File: src/rtl/dac_spi_out.sv
// dac_spi_out: SPI master serialising one word per request to a MAX5134 DAC.
// The word is {8-bit command, 16-bit sample}, MSB first, CPOL=0. The DAC
// samples on the SCLK falling edge.
//
// Ports:
//   clock_in      - system clock, rising edge
//   reset         - asynchronous, active-high reset
//   data_in       - word to send, captured when a request is accepted
//   send          - request strobe, honoured only while idle
//   spi_cs_out    - active-low chip select
//   spi_clock_out - serial clock, idles low
//   spi_data_out  - serial data, MSB first
//   busy          - high during a transfer and the post-transfer CS-high gap
module dac_spi_out #(
  parameter int unsigned WORD_BITS   = 24,
  parameter int unsigned HALF_PERIOD = 2,
  parameter int unsigned GAP_CYCLES  = 4
) (
  input  logic                 clock_in,
  input  logic                 reset,
  input  logic [WORD_BITS-1:0] data_in,
  input  logic                 send,
  output logic                 spi_cs_out,
  output logic                 spi_clock_out,
  output logic                 spi_data_out,
  output logic                 busy
);

  // One shared timing counter covers both the half-period and the gap.
  localparam int unsigned CNT_MAX = (HALF_PERIOD > GAP_CYCLES) ? HALF_PERIOD : GAP_CYCLES;
  localparam int unsigned CNT_W   = (CNT_MAX > 1) ? $clog2(CNT_MAX) : 1;
  localparam int unsigned BIT_W   = (WORD_BITS > 1) ? $clog2(WORD_BITS) : 1;

  localparam logic [CNT_W-1:0] HP_LAST  = CNT_W'(HALF_PERIOD - 1);
  localparam logic [CNT_W-1:0] GAP_LAST = CNT_W'(GAP_CYCLES - 1);
  localparam logic [BIT_W-1:0] BIT_LAST = BIT_W'(WORD_BITS - 1);

  typedef enum logic [2:0] {
    S_IDLE,
    S_SETUP,
    S_SHIFT,
    S_HOLD,
    S_GAP
  } state_e;

  state_e               state_q, state_d;
  logic [WORD_BITS-1:0] shift_q, shift_d;
  logic [CNT_W-1:0]     cnt_q,   cnt_d;
  logic [BIT_W-1:0]     bit_q,   bit_d;
  logic                 cs_q,    cs_d;
  logic                 sclk_q,  sclk_d;
  logic                 data_q,  data_d;
  logic                 busy_q,  busy_d;

  // State and output registers; reset aborts any transfer with CS high.
  always_ff @(posedge clock_in or posedge reset) begin
    if (reset) begin
      state_q <= S_IDLE;
      shift_q <= '0;
      cnt_q   <= '0;
      bit_q   <= '0;
      cs_q    <= 1'b1;
      sclk_q  <= 1'b0;
      data_q  <= 1'b0;
      busy_q  <= 1'b0;
    end else begin
      state_q <= state_d;
      shift_q <= shift_d;
      cnt_q   <= cnt_d;
      bit_q   <= bit_d;
      cs_q    <= cs_d;
      sclk_q  <= sclk_d;
      data_q  <= data_d;
      busy_q  <= busy_d;
    end
  end

  // Next-state and next-output logic.
  always_comb begin
    state_d = state_q;
    shift_d = shift_q;
    cnt_d   = cnt_q;
    bit_d   = bit_q;
    cs_d    = cs_q;
    sclk_d  = sclk_q;
    data_d  = data_q;
    busy_d  = busy_q;

    unique case (state_q)
      S_IDLE: begin
        cnt_d = '0;
        bit_d = '0;
        if (send) begin
          shift_d = data_in;
          cs_d    = 1'b0;
          data_d  = data_in[WORD_BITS-1];
          busy_d  = 1'b1;
          state_d = S_SETUP;
        end
      end

      // CS-to-first-SCLK lead time; the first rising edge leaves this state.
      S_SETUP: begin
        if (cnt_q == HP_LAST) begin
          cnt_d   = '0;
          sclk_d  = 1'b1;
          data_d  = shift_q[WORD_BITS-1];
          state_d = S_SHIFT;
        end else begin
          cnt_d = cnt_q + CNT_W'(1);
        end
      end

      // sclk_q itself marks which half of the bit period is running.
      // Data only changes together with a rising edge, so it is stable
      // a full half-period either side of the falling (sampling) edge.
      S_SHIFT: begin
        if (cnt_q != HP_LAST) begin
          cnt_d = cnt_q + CNT_W'(1);
        end else begin
          cnt_d = '0;
          if (sclk_q) begin
            sclk_d = 1'b0;
          end else if (bit_q == BIT_LAST) begin
            state_d = S_HOLD;
          end else begin
            bit_d   = bit_q + BIT_W'(1);
            shift_d = {shift_q[WORD_BITS-2:0], 1'b0};
            data_d  = shift_q[WORD_BITS-2];
            sclk_d  = 1'b1;
          end
        end
      end

      // Last low half-period has elapsed; keep CS low one more half-period.
      S_HOLD: begin
        if (cnt_q == HP_LAST) begin
          cnt_d   = '0;
          cs_d    = 1'b1;
          data_d  = 1'b0;
          state_d = S_GAP;
        end else begin
          cnt_d = cnt_q + CNT_W'(1);
        end
      end

      S_GAP: begin
        if (cnt_q == GAP_LAST) begin
          cnt_d   = '0;
          busy_d  = 1'b0;
          state_d = S_IDLE;
        end else begin
          cnt_d = cnt_q + CNT_W'(1);
        end
      end

      default: begin
        state_d = S_IDLE;
      end
    endcase
  end

  assign spi_cs_out    = cs_q;
  assign spi_clock_out = sclk_q;
  assign spi_data_out  = data_q;
  assign busy          = busy_q;

endmodule

File: config.mk
export PLATFORM = sky130hd
export DESIGN_NAME = dac_spi_out
export DESIGN_NICKNAME = d
export VERILOG_FILES = /design/src/rtl/dac_spi_out.sv
export SDC_FILE = /design/constraint.sdc
export NUM_CORES = 1
export LEC_CHECK = 0
export CAP_MARGIN = 5
export CORE_ASPECT_RATIO = 0.5
export CORE_UTILIZATION = 48
export CTS_CLUSTER_DIAMETER = 100
export DETAILED_ROUTE_END_ITERATION = 8
export PLACE_DENSITY = 0.75
export REMOVE_ABC_BUFFERS = 1
export SLEW_MARGIN = 5
export SYNTH_ARGS = -nofsm -noshare
export SYNTH_HDL_FRONTEND = slang
export SYNTH_SLANG_ARGS = --single-unit
File: constraint.sdc
create_clock -name clock_in -period 1.45 [get_ports clock_in]
set_input_delay 0.145 -clock clock_in [delete_from_list [all_inputs] [get_ports clock_in]]
set_output_delay 0.145 -clock clock_in [all_outputs]
set_load 0.05 [all_outputs]
==> qor.yml, run 1 <==
critical_path:
  cp.arrival_ns: 1.79
  path_max_fanout: 15
  r2r_start: "cnt_q[1]$_DFFE_PP0P_"
  startpoint: "cnt_q[1]$_DFFE_PP0P_"
  required_ns: 1.64
  worstSetupPathType: "flip-flop to flip-flop"
  start_kind: "flip-flop"
  end_kind: "flip-flop"
final_layout:
  diodes: 0
  nFillCells: 241
  layout_common_cells: "dfrtp_1, buf_4, clkdlybuf4s50_1"
  stdcell_area_sq_mm: 0.00288
  final_common_cell: "dfrtp_1"
  area_growth_pct: 44.1
  drive_gt1_share_pct: 32.4
  nets: 271
floorplan:
  chipHeight_microns: 47.6
  initial_utilization_pct: 50.7
  die_w_microns: 93.2
  rows: 16
  io_pins: 31
  core_sq_mm: 0.00394
  dieArea_sq_mm: 0.00444
placed_design:
  hpwl_mm: 3.20
  place_congestion: 0.733
  post-place-ws_ns: -0.128
  placed_area_sq_mm: 0.00258
  portBuffers: 30
route:
  final_antenna_net_count: 0
  vias: 1805
  wl_met1_mm: 2.34
  drc_errors: 0
  top_layer_used: "met4"
  routedWlPerCell_microns: 18.7
  route.met3.wl_microns: 384
  drt_pass1_iterations: 4
  wl_mm: 5.52
  dr_wl_met2_mm: 2.62
  vias_per_cell: 6.12
  drt_iter0_markers: 153
power_and_ir_drop:
  ir_worst_vdd_mv: 0.563
  leakage_nw: 1.30
  total_power_mw: 2.31
  powerDensity_mw_per_mm2: 804
clocking:
  clkTransAtPathRegs_ns: 0.08
  cts_buffers: 5
  clockBufferDepth: 2
  cts_root_buf: "clkbuf_8"
  cts_sinks: 38
  htree_levels: 2
  cts_tree: "built"
  clock_latency_ns: 0.30
  postCtsHoldBufs: 0
run_status:
  violations: "negative setup slack"
  status: "finished with violations"
timing:
  hold_viol_final: 0
  grt_setup_unrepaired: "yes"
  fmax_mhz: 623
  fin_skew_ns: 0.00423
  period_needed_ns: 1.61
  period_share_pct: 111
  worst_slack_ns: -0.156
  drv_slew: 0
  worstMarginPinSlew_ns: 0.333
  relSlewSlack_pct: 77.5
  fin_hold_ws_ns: 0.207
  setup_viol: 28
global_route:
  grt_pass1_vias: 1666
  grt_pass1_wl_mm: 7.88
  grt-ovfl-total: 0
  antenna_found_initial: 0
  grt_start_max_net_pins: 39
  grt_usage_pct: 23.8
synthesis:
  yosysWarnings: 0
  synth-seq-cells: 38
  synth_area_sq_mm: 0.00200
  synth-async-reset-ratio_pct: 100
  synthFlopType: "dfrtp_1"
  synth_area_per_cell_sq_um: 11.4
  syn_inst: 176
  synth_enable_flop_cells: 0
  ys_seq_area_share_pct: 47.7
  yosysUniqueCellTypes: 44
worst_hold_path:
  hp-class: "primary input to async pin"
flow_run:
  drv_cap: 0
## per-stage QoR
| step | cells | setup TNS, ns | utilization [%] |
|---|---|---|---|
| after global placement | 284 | -2.63 | 65.5 |
| final | 295 | -3.30 | 73.0 |
| after detailed placement | 284 | -3.08 | 65.5 |
| after CTS | 294 | -1.88 | 70.9 |
| after floorplan | 163 | -16.39 | - |
| after global routing | 295 | -4.42 | 73.0 |
## final timing paths
kind,endpoint,slack (ns),depth (start not counted)
max,shift_q[3]$_DFFE_PP0P_,-0.16,7
min,shift_q[1]$_DFFE_PP0P_,0.21,3
max reg2reg,shift_q[3]$_DFFE_PP0P_,-0.16,7
min reg2reg,spi_cs_out$_DFFE_PP1P_,0.49,2
max in group asynchronous,spi_cs_out$_DFFE_PP1P_,0.98,3
min in group clock_in,spi_cs_out$_DFFE_PP1P_,0.49,2
## state kept, by name, indices dropped and copies added (netlist names)
| register | flops |
|---|---|
| spi_clock_out | 1 |
| spi_data_out | 1 |
| shift_q | 24 |
| bit_q | 5 |
| cnt_q | 2 |
| spi_cs_out | 1 |
| state_q | 3 |
| busy | 1 |
## repair_timing
| action | in CTS | in global routing |
|---|---|---|
| setup buffers | 2 | 1 |
| gates resized for setup | 14 | 20 |
| pin swaps | 11 | 4 |
| endpoints found under the setup margin | 28 | 32 |
## layout make-up
cell class / instances / area (sq um) / area share (%)
multi-input combinational: 117 / 1000 / 34.9
tap: 54 / 67.6 / 2.35
sequential: 38 / 952 / 33.1
timing repair buffer: 70 / 682 / 23.7
clock buffer: 6 / 82.6 / 2.87
inverter: 8 / 30.0 / 1.04
clock inverter: 2 / 60.1 / 2.09
## logic make-up after synthesis
logic type      after synthesis  synth area share (%)
simple gates                 30                  10.6
mux                           2                  1.13
xor+xnor                      1                 0.438
flops                        38                  47.7
buf+inv                      21                  6.57
compound gates               80                  31.1
fa+ha+maj                     4                  2.50
## cell usage after synthesis (3+ instances only)
library cell	number	area, sq um
a21oi_1	5	25.0
a31oi_1	3	18.8
buf_2	3	15.0
buf_6	6	67.6
clkbuf_1	3	11.3
dfrtp_1	37	926
ha_1	4	50.1
inv_1	7	26.3
nand2_1	8	30.0
nand2b_1	3	18.8
nor2_1	5	18.8
nor2b_1	3	18.8
o21a_1	23	173
o21ai_0	12	60.1
o31ai_1	3	22.5
o32a_1	23	230
## critical path, stage by stage (launching register included)
cell and delay [ns]:
dfrtp_1 0.39, inv_1 0.07, ha_2 0.18, and2b_2 0.19, nand4_4 0.17, buf_12 0.21
o32a_1 0.18, o21a_1 0.11
## per-layer routing
metal  track usage [%]  vias up
met5                 0        -
met1              31.1      906
met2              41.6       77
li1                  -      802
met3              5.56       20
met4              6.46        0
## power by group
part	internal [mW]	total [mW]	switching, mW
Sequential	1.06	1.06	0
Combinational	0.0736	0.123	0.0497
Clock	0.734	1.13	0.398
Total	1.87	2.31	0.448
Power figures use the tool's default switching activity.
==> run 2, diff against run 1 <==
GPL_TIMING_DRIVEN = 0   (was not set)
HOLD_SLACK_MARGIN = 0.02   (was not set)
==> qor.yml, run 2 (synthesis gave the netlist of run 1 again) <==
run_status:
  status: "finished with violations"
  violations: "negative setup slack"
critical_path:
  ff2ff_path_depth: 5  # -2
  worstSetupPathType: "flip-flop to flip-flop"
  cp_cell_sequence: "ha_4 > nand4b_4 > buf_4 > a221o_1 > a21oi_1"
  path_max_fanout: 5  # -10
  start_kind: "flip-flop"
  required_ns: 1.65  # about the same
  slowest_delay_ns: 0.44  # +0.05 ns
  r2r_start: "bit_q[1]$_DFFE_PP0P_"
  end_kind: "flip-flop"
  cp.arrival_ns: 1.84  # +0.05 ns
  r2r_end: "state_q[0]$_DFFE_PP0P_"
  rrSetupSlack_ns: -0.19  # -0.03 ns
  slowest_stage: "dfrtp_1"
clocking:
  clockBufferDepth: 2  # unchanged
  htree_levels: 2  # unchanged
  cts_buffers: 5  # unchanged
  clkTransAtPathRegs_ns: 0.07  # about the same
  cts_tree: "built"
  cts_root_buf: "clkbuf_8"
  clock_latency_ns: 0.29  # about the same
  cts_sinks: 38  # unchanged
floorplan:
  die_w_microns: 93.2  # unchanged
  dieArea_sq_mm: 0.00444  # unchanged
  chipHeight_microns: 47.6  # unchanged
  rows: 16  # unchanged
  core_sq_mm: 0.00394  # unchanged
  io_pins: 31  # unchanged
  initial_utilization_pct: 50.7  # unchanged
timing:
  fmax_mhz: 610  # -2.0%
  worst_slack_ns: -0.189  # -0.0328 ns
  hold_viol_final: 0  # unchanged
  grt_setup_unrepaired: "yes"
  relSlewSlack_pct: 47.7  # -30 points
  fin_hold_ws_ns: 0.313  # +0.106 ns
  fin_skew_ns: 0.00728  # +0.00305 ns
  setup_viol: 31  # +11%
  period_share_pct: 113  # +2.3 points
  worstMarginPinSlew_ns: 0.784  # +0.451 ns
  drv_slew: 0  # unchanged
  tns_ns: -3.22  # +0.0770 ns
  period_needed_ns: 1.64  # +0.0328 ns
final_layout:
  reg.largest.list: "shift_q x24, bit_q x5, state_q x3"
  nets: 271  # unchanged
  largest_reg_flops: 24  # unchanged
  nFillCells: 243  # +0.83%
  drive_gt1_share_pct: 30.0  # -2.4 points
  diodes: 0  # unchanged
  final_common_cell: "dfrtp_1"
  layout_common_cells: "dfrtp_1, clkdlybuf4s50_1, o32a_1, o21a_1, buf_4"
  area_growth_pct: 45.8
  finalCoreUtilization_pct: 73.9  # +0.86 points
  top_register: "shift_q"
global_route:
  grt_start_max_net_pins: 39  # unchanged
  antenna_found_initial: 0  # unchanged
  grt_pass1_vias: 1814  # +8.9%
  grt_pass1_wl_mm: 9.07  # +15%
  grt_usage_pct: 28.2  # +4.4 points
  grt-ovfl-total: 0  # unchanged
route:
  drt_pass1_iterations: 5  # +1
  routedWlPerCell_microns: 21.3  # +14%
  drc_errors: 0  # unchanged
  vias_per_cell: 6.45  # +5.5%
  wl_mm: 6.26  # +13%
  vias: 1897  # +5.1%
  final_antenna_net_count: 0  # unchanged
  drt_iter0_markers: 168  # +9.8%
placed_design:
  place_congestion: 0.778  # +6.0%
  post-place-ws_ns: -1.30  # -1.18 ns
  portBuffers: 30  # unchanged
  hpwl_mm: 2.38  # -26%
power_and_ir_drop:
  ir_worst_vdd_mv: 0.381  # -32%
  powerDensity_mw_per_mm2: 641  # -20%
  leakage_nw: 1.29  # -0.77%
  total_power_mw: 1.87  # -19%
flow_run:
  drv_cap: 0  # unchanged
worst_hold_path:
  hp-class: "primary input to async pin"
[run 2: what timing repair did]
action	4_1_cts	5_1_grt
gates cloned	6	0
pin swaps	29	13
endpoints found under the setup margin	42	32
gates resized for setup	43	10
buffers inserted	31	3
hold buffers	0	0
[run 2: how the worst max path moves through the flow]
| stage | from | end | depth (start not counted) |
|---|---|---|---|
| floorplan | state_q[1]$_DFFE_PP0P_ | shift_q[10]$_DFFE_PP0P_ | 3 |
| global placement | state_q[1]$_DFFE_PP0P_ | shift_q[7]$_DFFE_PP0P_ | 3 |
| detailed placement | state_q[1]$_DFFE_PP0P_ | shift_q[8]$_DFFE_PP0P_ | 3 |
| CTS | cnt_q[1]$_DFFE_PP0P_ | shift_q[7]$_DFFE_PP0P_ | 7 |
| global route | bit_q[1]$_DFFE_PP0P_ | state_q[0]$_DFFE_PP0P_ | 5 |
| finish | bit_q[1]$_DFFE_PP0P_ | state_q[0]$_DFFE_PP0P_ | 5 |
[run 2: per-stage QoR]
| stage | instance area (sq um) | std cells |
|---|---|---|
| 5_1_grt | 2910 | 294 |
| 2_1_floorplan | 1900 | 163 |
| 4_1_cts | 2850 | 291 |
| 3_3_place_gp | 2260 | 247 |
| 3_5_place_dp | 2260 | 247 |
| 6_report | 2910 | 294 |
[run 2: cell type report]
type,instances,area [sq um],share of cell area [%]
clock buffers,7,76.3,2.62
inverters,8,32.5,1.12
multi-input cells,122,1110,38.1
flip-flops and latches,38,958,32.9
well taps,54,67.6,2.32
repair buffers,65,668,22.9
[run 2: report_power, final]
| group | switching [mW] | leakage (nW) | internal, mW |
|---|---|---|---|
| logic | 0.0539 | 0.755 | 0.0656 |
| registers | 0 | 0.496 | 1.06 |
| clock network | 0.357 | 0.0383 | 0.331 |
[run 2: worst max-delay path: cells and delay by family (launching register included)]
kind,cells,cell delay [ns]
DFF,1,0.44
buffers and inverters,1,0.20
adders and majority gates,1,0.19
AOI/OAI and AO/OA,2,0.55
and+or+nand+nor,1,0.17
[run 2: routing by layer]
layer	GRT usage, %	vias up	share of wire [%]
met1	35.8	941	41
met4	17.8	0	4.5
met2	45.7	101	49
met5	0	-	0
li1	-	818	-
met3	6.98	37	6.4
==> run 3, diff against run 2 <==
CELL_PAD_IN_SITES_DETAIL_PLACEMENT = 0   (was not set)
CELL_PAD_IN_SITES_GLOBAL_PLACEMENT = 1   (was not set)
CORE_UTILIZATION = 38   (was 48)
PLACE_DENSITY = not set   (was 0.75)
PLACE_DENSITY_LB_ADDON = 0.1   (was not set)
==> qor.yml, run 3 (synthesis gave the netlist of run 1 again) <==
timing:
  tns_ns: -1.58  # +1.63 ns
  period_share_pct: 105  # -8.0 points
  period_needed_ns: 1.52  # -0.116 ns
  worstMarginPinSlew_ns: 0.831  # +0.0466 ns
  grt_setup_unrepaired: "yes"
  worst_slack_ns: -0.0728  # +0.116 ns
  relSlewSlack_pct: 44.6  # -3.1 points
  fmax_mhz: 657  # +7.6%
  fin_skew_ns: 0.00913  # +0.00185 ns
  hold_viol_final: 0  # unchanged
  drv_slew: 0  # unchanged
  setup_viol: 29  # -6.5%
power_and_ir_drop:
  total_power_mw: 2.13  # +14%
  powerDensity_mw_per_mm2: 728  # +14%
  ir_worst_vdd_mv: 0.377  # -0.97%
  leakage_nw: 1.26  # -2.6%
clocking:
  clkTransAtPathRegs_ns: 0.08  # about the same
  postCtsHoldBufs: 0  # unchanged
  clock_latency_ns: 0.29  # about the same
  htree_levels: 2  # unchanged
  clockBufferDepth: 2  # unchanged
  cts_buffers: 5  # unchanged
  cts_sinks: 38  # unchanged
  cts_root_buf: "clkbuf_8"
  cts_tree: "built"
critical_path:
  worstSetupPathType: "flip-flop to flip-flop"
  path_max_fanout: 8  # +3
  start_kind: "flip-flop"
  end_kind: "flip-flop"
  cp.arrival_ns: 1.71  # -0.13 ns
  crit_family: "flip-flops"
  cp_num_buf_inv: 1  # unchanged
  cp_cell_sequence: "ha_4 > nand4b_4 > nand4_4 > buf_16 > o21ai_4 > o21a_1"
  slowest_stage: "dfrtp_1"
  required_ns: 1.64  # about the same
  slowest_delay_ns: 0.41  # -0.03 ns
floorplan:
  dieArea_sq_mm: 0.00557  # +25%
  io_pins: 31  # unchanged
  core_sq_mm: 0.00500  # +27%
  die_w_microns: 105  # +12%
  initial_utilization_pct: 40.0  # -11 points
  rows: 18  # +2
  chipHeight_microns: 53.3  # +12%
run_status:
  violations: "negative setup slack"
  status: "finished with violations"
global_route:
  grt_usage_pct: 21.3  # -6.9 points
  grt_pass1_wl_mm: 8.74  # -3.7%
  grt_start_max_net_pins: 39  # unchanged
  grt-ovfl-total: 0  # unchanged
  use_met3_pct: 4.56  # -2.4 points
  antenna_found_initial: 0  # unchanged
  grt_util_met1_pct: 28.3  # -7.5 points
  busiest_layer: "met2"
  met2_usage_pct: 36.2  # -9.5 points
  grt_pass1_vias: 1689  # -6.9%
final_layout:
  largest_reg_flops: 24  # unchanged
  top_register: "shift_q"
  layout_common_cells: "dfrtp_1, clkdlybuf4s50_1, o32a_1, o21a_1, buf_4"
  diodes: 0  # unchanged
  area_growth_pct: 46.1
  drive_gt1_share_pct: 30.5  # +0.54 points
  nFillCells: 422  # +74%
  final_common_cell: "dfrtp_1"
  reg.largest.list: "shift_q x24, bit_q x5, state_q x3"
  nets: 269  # -0.74%
  finalCoreUtilization_pct: 58.4  # -15 points
  stdcell_count: 309  # +5.1%
flow_run:
  drv_cap: 0  # unchanged
route:
  vias: 1737  # -8.4%
  routedWlPerCell_microns: 18.2  # -15%
  wl_mm: 5.62  # -10%
  drc_errors: 0  # unchanged
  vias_per_cell: 5.62  # -13%
  drt_pass1_iterations: 4  # -1
  drt_iter0_markers: 41  # -76%
  final_antenna_net_count: 0  # unchanged
worst_hold_path:
  hp-class: "primary input to async pin"
placed_design:
  hpwl_mm: 2.57  # +8.1%
  place_congestion: 0.657  # -16%
  placed_cells: 263  # +6.5%
  portBuffers: 30  # unchanged
==> run 3: cell count changes in the layout (fill, tap and decap cells not counted), sizes merged <==
cell | previous run | this run
dlygate4sd2 | 4 | 2
buf | 34 | 33
bufinv | 0 | 1
clkbuf | 8 | 7
clkdlybuf4s15 | 1 | 2
clkdlybuf4s50 | 25 | 26
nand2 | 10 | 9
o21ai | 16 | 17
==> run 3: layout make-up <==
type                            instances  area, sq um  share of cell area [%]
Clock buffer                            7         86.3                    2.96
Tap cell                               70         87.6                    3.00
Inverter                                8         30.0                    1.03
Timing Repair Buffer                   63          639                    21.9
Clock inverter                          1         30.0                    1.03
Multi-Input combinational cell        122         1090                    37.3
Sequential cell                        38          958                    32.8
==> run 3: layer usage <==
metal	wire length [microns]	up-vias
li1	-	812
met1	2790	884
met2	2610	36
met3	185	5
met4	37	0
met5	0	-
==> run 3: final timing paths <==
path	endpoint	slack (ns)	cells after the start	from
hold / removal	shift_q[13]$_DFFE_PP0P_	0.33	2	reset
setup / recovery	shift_q[23]$_DFFE_PP0P_	-0.07	6	bit_q[0]$_DFFE_PP0P_
setup reg to reg	shift_q[23]$_DFFE_PP0P_	-0.07	6	bit_q[0]$_DFFE_PP0P_
hold reg to reg	spi_cs_out$_DFFE_PP1P_	0.46	2	spi_cs_out$_DFFE_PP1P_
min in group clock_in	spi_cs_out$_DFFE_PP1P_	0.46	2	spi_cs_out$_DFFE_PP1P_
max in group asynchronous	state_q[1]$_DFFE_PP0P_	0.50	2	reset
==> run 3: timing repair <==
action | 4_1_cts | 5_1_grt
cloned | 6 | 0
setup endpoints to repair | 37 | 33
gates resized for setup | 36 | 10
buffers inserted | 28 | 4
pin swaps | 28 | 12
==> run 3: through the flow <==
stage	hold slack, ns	area (sq um)	worst slack, ns
after floorplan	0.337	1900	-0.606
after global placement	0.450	2280	-1.49
after detailed placement	0.455	2290	-0.824
after CTS	0.361	2870	-0.0817
after global routing	0.413	2920	-0.137
final	0.332	2920	-0.0728
==> run 3: worst reg2reg max path, cell delays in order (launching register included) <==
cell      delay, ns
dfrtp_1        0.41
ha_4           0.17
nand4b_4       0.20
nand4_4        0.19
buf_16         0.16
o21ai_4        0.10
o21a_1         0.20
==> run 3: report_power, final <==
part           internal (mW)  switching, mW
Combinational         0.0629         0.0518
Sequential              1.06              0
Clock                  0.561          0.390
Total                   1.68          0.442
==> edit 1, RTL diff (flow settings as in run 1) <==
`shift_q` no longer has a reset.
--- a/src/rtl/dac_spi_out.sv
+++ b/src/rtl/dac_spi_out.sv
@@ -56,7 +56,6 @@
   always_ff @(posedge clock_in or posedge reset) begin
     if (reset) begin
       state_q <= S_IDLE;
-      shift_q <= '0;
       cnt_q   <= '0;
       bit_q   <= '0;
       cs_q    <= 1'b1;
@@ -65,7 +64,6 @@
       busy_q  <= 1'b0;
     end else begin
       state_q <= state_d;
-      shift_q <= shift_d;
       cnt_q   <= cnt_d;
       bit_q   <= bit_d;
       cs_q    <= cs_d;
@@ -73,6 +71,10 @@
       data_q  <= data_d;
       busy_q  <= busy_d;
     end
+  end
+
+  always_ff @(posedge clock_in) begin
+    shift_q <= shift_d;
   end
 
   // Next-state and next-output logic.
Check against the original RTL: same outputs for any inputs over 10 cycles, from zero or initial values and one cycle with reset high; that may be too few to reach the edited logic, so the function may still have changed.
==> edit 1 against run 1 <==
The flow still finishes with violations (setup timing); total power is 17% lower; count of clock-buffer cells in the layout is 1 lower; fmax hardly changed; non-clock buffer count is 4 lower; area after synthesis is 4.7% lower; routed wire length is 22% lower; sequential cell count stayed put; worst setup slack hardly changed; combinational power is 31% lower; cell count is 5.8% higher; final area is 8.0% lower; critical path type unchanged; highest routed layer unchanged.
==> edit 1: results (changes against run 1) <==
| Metric | Value |
|---|---|
| Outcome | finished with violations (unchanged) |
| Failing checks | setup timing (unchanged) |
| Fillers | 255 (was 241) |
| DR iter-0 viols | 51 (was 153) |
| Setup Skew | 6.64 ps (was 4.23 ps) |
| Initial DRT Pass Iterations | 4 (unchanged) |
| Synth top area cells | edfxtp_1 (38%), dfrtp_1 (17%), nand2_1 (16%) (was dfrtp_1 (46%), o32a_1 (12%), o21a_1 (8.6%)) |
| Largest net degree at the start of global routing | 26 (was 39) |
| EDFF count, synth | 24 (was 0) |
| Area Growth Syn to Fin | 39.0% (was 44.1%) |
| CTS Buf Count | 5 (unchanged) |
| Synth warnings | 0 (unchanged) |
| DP Area | 0.00248 mm^2 (was 0.00258 mm^2) |
| Diode count | 0 (unchanged) |
| Worst R2R Start | cnt_q[1] (unchanged) |
| CP endpoint | shift_q[21] (was shift_q[3]) |
| WL final | 4320 um (was 5520 um) |
| Critical path class | reg2reg (unchanged) |
| Vias in the first global route | 1,482 (was 1,666) |
| Hold Crit Class | in2async (unchanged) |
| Global-route wire length before repair | 6930 um (was 7880 um) |
| Setup-failing EPs final | 27 (was 28) |
| Seq/Total Area, Yosys | 0.563 (was 0.477) |
| Biggest regs | shift_q x24, bit_q x5, state_q x3 (unchanged) |
| Detail Placement HPWL | 2840 um (was 3200 um) |
| Worst-skew pair later-pin latency | 290 ps |
| Nets | 291 (was 271) |
| VDD IR max | 0.581 mV (was 0.563 mV) |
| Main synth FF type | edfxtp_1 (was dfrtp_1) |
| Worst-margin pin slew | 554 ps (was 333 ps) |
| Proportion of layout cells with a drive suffix above 1 | 0.253 (was 0.324) |
| Pleak | 1.22 nW (was 1.30 nW) |
| Worst r2r path cells | 7 (unchanged) |
| Clock buffer depth | 2 (unchanged) |
| Clock-pin slew on the worst setup and hold paths | 80 ps (about the same) |
| Pre-CTS WS | -152 ps (was -128 ps) |
| CTS H-tree depth | 2 (unchanged) |
| RePlAce Congestion | 0.867 (was 0.733) |
| Initial antenna violation count | 0 (unchanged) |
| Via density | 5.07 (was 6.12) |
| Async S/R FF share, synth | 0.368 (was 1.00) |
| Synth unique cells | 42 (was 44) |
| PortBufs | 30 (unchanged) |
| Critical Path AT | 1600 ps (was 1790 ps) |
| Critical Path Fanout Max | 24 (was 15) |
| Clk root buf | clkbuf_8 (unchanged) |
| Global router's overall resource usage | 0.219 (was 0.238) |
| Worst setup margin | -156 ps (about the same) |
| Post-synth top cells | nand2_1 (79), edfxtp_1 (24), dfrtp_1 (13), o21ai_0 (9), inv_1 (7) (was dfrtp_1 (37), o21a_1 (23), o32a_1 (23), o21ai_0 (12), nand2_1 (8)) |
## edit 1: cell count changes after synthesis, sizes merged, moves of 3 or more
cell,change
nand3,+4
o32a,-23
o21a,-23
edfxtp,+24
buf,-5
a31oi,-3
nand2,+71
dfrtp,-24
mux2i,+3
o21ai,-5
## edit 1: routing by layer
| metal | track usage | share of wire | up-vias |
|---|---|---|---|
| li1 | - | - | 792 |
| met1 | 0.279 | 0.48 | 751 |
| met2 | 0.385 | 0.48 | 36 |
| met3 | 0.0545 | 0.034 | 2 |
| met4 | 0.0635 | 0.0044 | 0 |
| met5 | 0 | 0 | - |
## edit 1: power breakdown
part	leakage (nW)	switching [mW]	total, mW	internal [mW]
combinational	0.766	0.0205	0.0843	0.0639
sequential	0.417	0	1.14	1.14
clock	0.0416	0.376	0.706	0.329
total	1.22	0.397	1.93	1.53
## edit 1: logic make-up (layout without fill, tap and decap cells)
kind of cell | Yosys count | count (layout) | synth area share
buffers and inverters | 17 | 82 | 0.0447
AND/OR/NAND/NOR | 107 | 107 | 0.251
multiplexers | 4 | 4 | 0.0237
AO/OA/AOI/OAI | 25 | 25 | 0.0867
XOR/XNOR | 1 | 1 | 0.00460
flip-flops | 38 | 38 | 0.563
adder cells (fa/ha/maj) | 4 | 4 | 0.0263
## edit 1: final cells by class
class,count,share of cell area
well taps,51,0.0241
multi-input cells,141,0.298
clock buffers,5,0.0260
flip-flops and latches,38,0.405
inverters,8,0.0113
repair buffers,66,0.229
clock inverters,3,0.00614
## edit 1: critical path: stages, from the launching register on
cell     delay [ps]
dfrtp_1         380
inv_1            60
ha_1            150
and2b_2         160
and2_4          140
mux2i_1          70
nor2_2          140
buf_12          190
## edit 1: timing repair
item | CTS | global route
gates resized for setup | 9 | 8
cloned | 0 | 0
pin swaps | 2 | 3
buffers inserted | 5 | 0
endpoints found under the setup margin | 42 | 34
## edit 1: worst min-delay path by stage
stage | startpoint | end | slack, ps
4_1_cts | reset | state_q[0] | 220
6_report | reset | state_q[0] | 210
5_1_grt | reset | state_q[2] | 260
2_1_floorplan | reset | bit_q[0] | 30
3_5_place_dp | shift_q[12] | shift_q[13] | 500
3_3_place_gp | shift_q[20] | shift_q[21] | 490
## edit 1: stage by stage
step	std cells	TNS, ps	hold slack (ps)
3_5_place_dp	299	-3990	501
5_1_grt	312	-5870	255
4_1_cts	312	-4170	217
3_3_place_gp	299	-3400	488
6_report	312	-3840	205
2_1_floorplan	187	-29320	33.5
==> edit 2, RTL diff (config.mk and constraints of run 1) <==
Without the edit above. The parameter `HALF_PERIOD` goes from 2 to 4.
--- a/src/rtl/dac_spi_out.sv
+++ b/src/rtl/dac_spi_out.sv
@@ -13,7 +13,7 @@
 //   busy          - high during a transfer and the post-transfer CS-high gap
 module dac_spi_out #(
   parameter int unsigned WORD_BITS   = 24,
-  parameter int unsigned HALF_PERIOD = 2,
+  parameter int unsigned HALF_PERIOD = 4,
   parameter int unsigned GAP_CYCLES  = 4
 ) (
   input  logic                 clock_in,
Function: changed (Yosys sat finds a counterexample within 4 cycles, from zero or initial values and one cycle with reset high).
==> edit 2 against run 1 <==
The run still ends with setup timing left; final area grew 9.8%; routed wire length increased by 13%; sequential cell count did not move; worst setup slack lost 77 ps; critical endpoint is now spi_data_out; first-iteration DRC count is 66% lower; non-clock buffer count decreased by 5; area after synthesis increased by 2.4%.
Power is not compared: it rests on default switching activity, and its combinational part moved more than twofold at a synthesized area within 25%.
==> edit 2: results (changes against run 1) <==
| Metric | Value |
|---|---|
| Outcome | finished with violations (unchanged) |
| Failing checks | setup timing (unchanged) |
| DR iter-0 viols | 52 (was 153) |
| Met2 usage | 0.430 (was 0.416) |
| Setup-failing EPs final | 29 (was 28) |
| Met1 WL | 2680 um (was 2340 um) |
| Setup Skew | 4.42 ps (was 4.23 ps) |
| #MultiIn Comb | 139 (was 117) |
| Compound-Gate Fraction of Synth Area | 0.244 (was 0.311) |
| Global-route wire length before repair | 8560 um (was 7880 um) |
| Post-synth top cells | dfrtp_1 (37), a21oi_1 (32), mux2i_1 (23), a21oi_2 (20), o21ai_0 (10) (was dfrtp_1 (37), o21a_1 (23), o32a_1 (23), o21ai_0 (12), nand2_1 (8)) |
| Post-CTS setup buffer count | 0 (was 2) |
| Hold slack | 159 ps (was 207 ps) |
| GR Util met1 | 0.352 (was 0.311) |
| Seq/Total Area, Yosys | 0.465 (was 0.477) |
| Met3 wire length | 271 um (was 384 um) |
| CP top delay family | compound AO/OA/AOI/OAI gates (was flip-flops) |
| Max-slew headroom | 0.729 (was 0.775) |
| Synth top area cells | dfrtp_1 (45%), mux2i_1 (11%), a21oi_2 (8.6%) (was dfrtp_1 (46%), o32a_1 (12%), o21a_1 (8.6%)) |
| Pre-CTS WS | -226 ps (was -128 ps) |
| Worst setup margin | -234 ps (was -156 ps) |
| Adder-Cell Fraction of Synth Area | 0.0122 (was 0.0250) |
| Invs w/o clock | 7 (was 8) |
| Fraction of area in multi-input gates | 0.407 (was 0.349) |
| Largest net degree at the start of global routing | 17 (was 39) |
| Vias in the first global route | 1,713 (was 1,666) |
| Detail Placement HPWL | 3210 um (was 3200 um) |
| Proportion of layout cells with a drive suffix above 1 | 0.424 (was 0.324) |
| Sequential cell count | 38 (unchanged) |
| Fillers | 222 (was 241) |
| Buffer share of cell area | 0.216 (was 0.237) |
| Via density | 5.76 (was 6.12) |
| Nets | 285 (was 271) |
| Post-CTS resize count | 41 (was 14) |
| Layout clock area frac | 0.0451 (was 0.0495) |
| Met2 wire length | 3110 um (was 2620 um) |
| Critical Path Fanout Max | 3 (was 15) |
[edit 2: changes by cell type in the layout (fill, tap and decap cells not counted), moves of 3 or more]
cell and delta:
mux2i_1 +23, o21a_1 -23, o32a_1 -23, a21oi_2 +22
a21oi_4 +19, buf_6 -9, a21oi_1 +6, and2_4 +4
o21ai_1 -4, buf_12 +3
[edit 2: final timing paths]
check / startpoint / endpoint / cells past startpoint
worst max-delay path: cnt_q[0] / spi_data_out / 5
worst min-delay path: reset / bit_q[4] / 2
worst max register to register: cnt_q[0] / spi_data_out / 5
worst min register to register: shift_q[16] / shift_q[16] / 2
max in group asynchronous: reset / spi_cs_out / 3
min in group clock_in: data_in[9] / shift_q[9] / 3
[edit 2: stage by stage]
stage                     std cells  setup TNS, ps  power (mW)  instance area (um^2)
final                           311          -3130        6.90                  3160
after global routing            311          -3910        7.22                  3160
after CTS                       309          -2220        6.24                  2980
after detailed placement        296          -4060        4.55                  2640
after global placement          296          -3000        4.44                  2640
after floorplan                 181          -9640        3.47                  1970
